**config.mk**
```make
export PLATFORM = sky130hd
export DESIGN_NAME = fcw_glide
export DESIGN_NICKNAME = d
export VERILOG_FILES = /design/src/rtl/fcw_glide.sv
export SDC_FILE = /design/constraint.sdc
export NUM_CORES = 1
export LEC_CHECK = 0
export CORE_MARGIN = 2
export CORE_UTILIZATION = 45
export CTS_CLUSTER_DIAMETER = 50
export DETAILED_ROUTE_END_ITERATION = 12
export GPL_ROUTABILITY_DRIVEN = 0
export PLACE_DENSITY = 0.76
export SLEW_MARGIN = 20
export SYNTH_ARGS = -nofsm -noshare
export SYNTH_HDL_FRONTEND = slang
export SYNTH_SLANG_ARGS = --single-unit
```
**constraint.sdc**
```tcl
create_clock -name clk -period 11.2 [get_ports clk]
set_input_delay 2.24 -clock clk [delete_from_list [all_inputs] [get_ports clk]]
set_output_delay 2.24 -clock clk [all_outputs]
set_load 0.1 [all_outputs]
```
**src/rtl/fcw_glide.sv**
```systemverilog
// Frequency-control-word glide controller: ramps the registered fcw toward a
// handshaked target by a latched step every (rate+1) clocks, clamping on target.
module fcw_glide #(
  parameter int N = 16,
  parameter int D = 12
) (
  input  logic         clk,
  input  logic         reset_n,
  input  logic [N-1:0] target,
  input  logic [N-1:0] step,
  input  logic [D-1:0] rate,
  input  logic         target_valid,
  output logic         target_ready,
  input  logic         abort,
  output logic [N-1:0] fcw,
  output logic         busy,
  output logic         done
);

  typedef enum logic [1:0] {
    IDLE = 2'd0,
    UP   = 2'd1,
    DOWN = 2'd2
  } state_t;

  state_t       state;
  logic [N-1:0] tgt_q;
  logic [N-1:0] step_q;
  logic [D-1:0] rate_q;
  logic [D-1:0] cnt;

  // One extra bit so an upward step near full scale is seen as overshoot, not wrap.
  logic [N:0]   up_sum;
  logic [N-1:0] down_gap;

  assign up_sum       = {1'b0, fcw} + {1'b0, step_q};
  assign down_gap     = fcw - tgt_q;
  assign target_ready = (state == IDLE);
  assign busy         = (state != IDLE);

  always_ff @(posedge clk or negedge reset_n) begin
    if (!reset_n) begin
      state  <= IDLE;
      fcw    <= '0;
      tgt_q  <= '0;
      step_q <= '0;
      rate_q <= '0;
      cnt    <= '0;
      done   <= 1'b0;
    end else begin
      // NOTE: non-blocking throughout; the default below is overridden later in
      // this block only on the cycle that actually completes a request.
      done <= 1'b0;
      case (state)
        IDLE: begin
          if (target_valid) begin
            tgt_q  <= target;
            step_q <= step;
            rate_q <= rate;
            cnt    <= '0;
            if (target == fcw) begin
              done <= 1'b1;
            end else if (step == '0) begin
              fcw  <= target;
              done <= 1'b1;
            end else if (target > fcw) begin
              state <= UP;
            end else begin
              state <= DOWN;
            end
          end
        end

        UP, DOWN: begin
          if (abort) begin
            state <= IDLE;
            cnt   <= '0;
          end else if (cnt == rate_q) begin
            cnt <= '0;
            if (state == UP) begin
              if (up_sum >= {1'b0, tgt_q}) begin
                fcw   <= tgt_q;
                state <= IDLE;
                done  <= 1'b1;
              end else begin
                fcw <= up_sum[N-1:0];
              end
            end else begin
              // In DOWN fcw is always above tgt_q, so the gap cannot underflow.
              if (down_gap <= step_q) begin
                fcw   <= tgt_q;
                state <= IDLE;
                done  <= 1'b1;
              end else begin
                fcw <= fcw - step_q;
              end
            end
          end else begin
            cnt <= cnt + D'(1);
          end
        end

        default: begin
          state <= IDLE;
          cnt   <= '0;
        end
      endcase
    end
  end

endmodule

```
==> flow_metrics.tcl <==
set metrics [dict create \
    cts_buffer_depth 2 \
    drive_gt1_frac 0.108 \
    fp.coreArea_um2 15100 \
    gr-total-overflow 0 \
    grt_usage 0.232 \
    fin_skew_ns 0.00883 \
    die_w_um 128 \
    layout_commonest_cell "ha_1" \
    pin_count 67 \
    synth-seq-area-share 0.271 \
    arrival_ns 6.02 \
    ys_types 74 \
    ff2ff_path_depth 20 \
    routed-via-count 5905 \
    route.detailed.drc 0 \
    post_cts_resized 0 \
    post-cts-setup-buffers 0 \
    min_period_over_period 0.514 \
    grt_max_degree 76 \
    path_max_fanout 11 \
    reg2reg_from "fcw[0]$_DFFE_PN0P_" \
    rsz0062_at_grt "no" \
    wl_per_cell_um 18.2 \
    worstHoldPathType "reg2reg" \
    hpwl_mm 14.0 \
    fill_cells 1362 \
    tightest_slew_ns 0.995 \
    critPathKind "reg2reg" \
    multi_input_comb_area_um2 4620 \
    endpoint "state[1]$_DFFE_PN0P_" \
    holdWs_ns 0.509 \
    slew_viol_final 0 \
    die_area_um2 16400 \
    ant_nets 0 \
    drt_first_pass_iters 5 \
    grt_pass1_wl_mm 29.7 \
    min_period_ns 5.76 \
    drt-initial-drc-count 409 \
    cts_made_buffers 9 \
    syn_nets 908 \
    cts_sinks 75 \
    syn_area_um2 6920 \
    cts_tree "yes" \
    hold_viol_final 0 \
    required_ns 11.47 \
    seqCellArea_um2 1880 \
    antenna_found_initial 0 \
    synth-async-reset-ratio 1.00 \
    start_util 0.459 \
    ff2ff_setup_slack_ns 5.44 \
    r2r_end "state[1]$_DFFE_PN0P_" \
    drt-total-wl_mm 18.3 \
    ys.flop_type "dfrtp_1" \
    via_per_inst 5.85 \
    setup_viol 0 \
    synth_cells 759 \
    n_antenna_cell 0 \
    synth_enable_flop_cells 0 \
    slew_headroom 0.334 \
    synth_warnings 0 \
    cts_hold_buffers 0 \
    synth-seq-cells 75 \
    final_cell_mix "ha_1 (98), dfrtp_1 (75), inv_1 (67)" \
    area_delta_synth_final_pct 15.4 \
    crit_start "fcw[0]$_DFFE_PN0P_" \
    timing.fmax_ghz 0.174 \
    die_h_um 128 \
    syn_area_per_cell_um2 9.12 \
    cp-start-kind "flop" \
    rows 45 \
    finalSetupTns_ns 0 \
    cap_violations 0 \
    htree_levels 3 \
    finalNetCount 965 \
    clockRootBuffer "clkbuf_16" \
    path_clk_slew_ns 0.07 \
    cp-end-kind "flop" \
    clk-insertion-delay-late_ns 0.36 \
    status "finished, final reports clean" \
    port_buffers 66 \
    grt_pass1_vias 5863 \
]
## worst max-delay path, cell delays in order, from the launching register on
cell and delay (ns):
dfrtp_1 0.44, inv_1 0.10, ha_1 0.24, fa_1 0.43, nor2b_1 0.12, o21ai_0 0.11
a21boi_0 0.25, o21ai_0 0.20, a211oi_1 0.34, nor3_1 0.12, o41ai_1 0.37, a21oi_1 0.13
xnor2_1 0.14, ha_1 0.30, nand4_1 0.14, nor4_1 0.49, nor2_1 0.11, o21ai_1 0.41
o21ai_1 0.55, a221o_1 0.49, o31ai_2 0.22
## synthesized netlist by cell type (all sizes together) (14+ instances only)
| library cell | instances | area (µm²) |
|---|---|---|
| nand2 | 31 | 116 |
| xnor2 | 44 | 385 |
| inv | 69 | 262 |
| o21ai | 38 | 198 |
| a21oi | 47 | 243 |
| ha | 98 | 1230 |
| a31oi | 14 | 93.8 |
| nand3 | 21 | 105 |
| nor2 | 66 | 253 |
| mux2 | 43 | 484 |
| dfrtp | 75 | 1880 |
## final cells by class
type | count | area share
multi-input cells | 591 | 0.579
well taps | 188 | 0.0295
clock inverters | 7 | 0.00721
flip-flops and latches | 75 | 0.235
clock buffers | 9 | 0.0282
inverters | 69 | 0.0327
repair buffers | 70 | 0.0887
## flip-flops by register name, summed over array words and instances (netlist names)
| register | cells |
|---|---|
| done | 1 |
| cnt | 12 |
| tgt_q | 16 |
| fcw | 16 |
| state | 2 |
| rate_q | 12 |
| step_q | 16 |
## kinds of logic after synthesis
logic type                 Yosys count  synth area share
DFF                                 75             0.271
xor gates and xnor gates            57            0.0721
AOI/OAI and AO/OA                  188             0.190
and+or+nand+nor                    199             0.145
adders and majority gates          101             0.186
muxes                               46            0.0743
buffers and inverters               93            0.0616
## how the worst min path moves through the flow
stage,startpoint,endpoint,slack (ns),depth (start not counted)
after floorplan,tgt_q[13]$_DFFE_PN0P_,tgt_q[13]$_DFFE_PN0P_,0.48,1
after detailed placement,tgt_q[13]$_DFFE_PN0P_,tgt_q[13]$_DFFE_PN0P_,0.49,1
after global placement,tgt_q[13]$_DFFE_PN0P_,tgt_q[13]$_DFFE_PN0P_,0.49,1
after global routing,tgt_q[13]$_DFFE_PN0P_,tgt_q[13]$_DFFE_PN0P_,0.55,1
after CTS,tgt_q[13]$_DFFE_PN0P_,tgt_q[13]$_DFFE_PN0P_,0.51,1
final,tgt_q[13]$_DFFE_PN0P_,tgt_q[13]$_DFFE_PN0P_,0.51,1
## stage by stage
| stage | instance area (µm²) | std cells | worst slack [ns] | utilization |
|---|---|---|---|---|
| after floorplan | 6920 | 759 | 5.94 | - |
| after global placement | 7680 | 992 | 5.79 | 0.509 |
| after detailed placement | 7680 | 992 | 5.62 | 0.509 |
| after CTS | 7960 | 1008 | 5.55 | 0.527 |
| after global routing | 7990 | 1009 | 5.12 | 0.529 |
| final | 7990 | 1009 | 5.44 | 0.529 |
## layer usage
metal	share of wire	global-route usage
met5	0	0
met3	0.076	0.0363
met4	0.021	0.0814
met1	0.45	0.319
met2	0.45	0.373
Power is not shown: default switching activity piles up to over one toggle a cycle in this logic, so the estimate is an artifact.
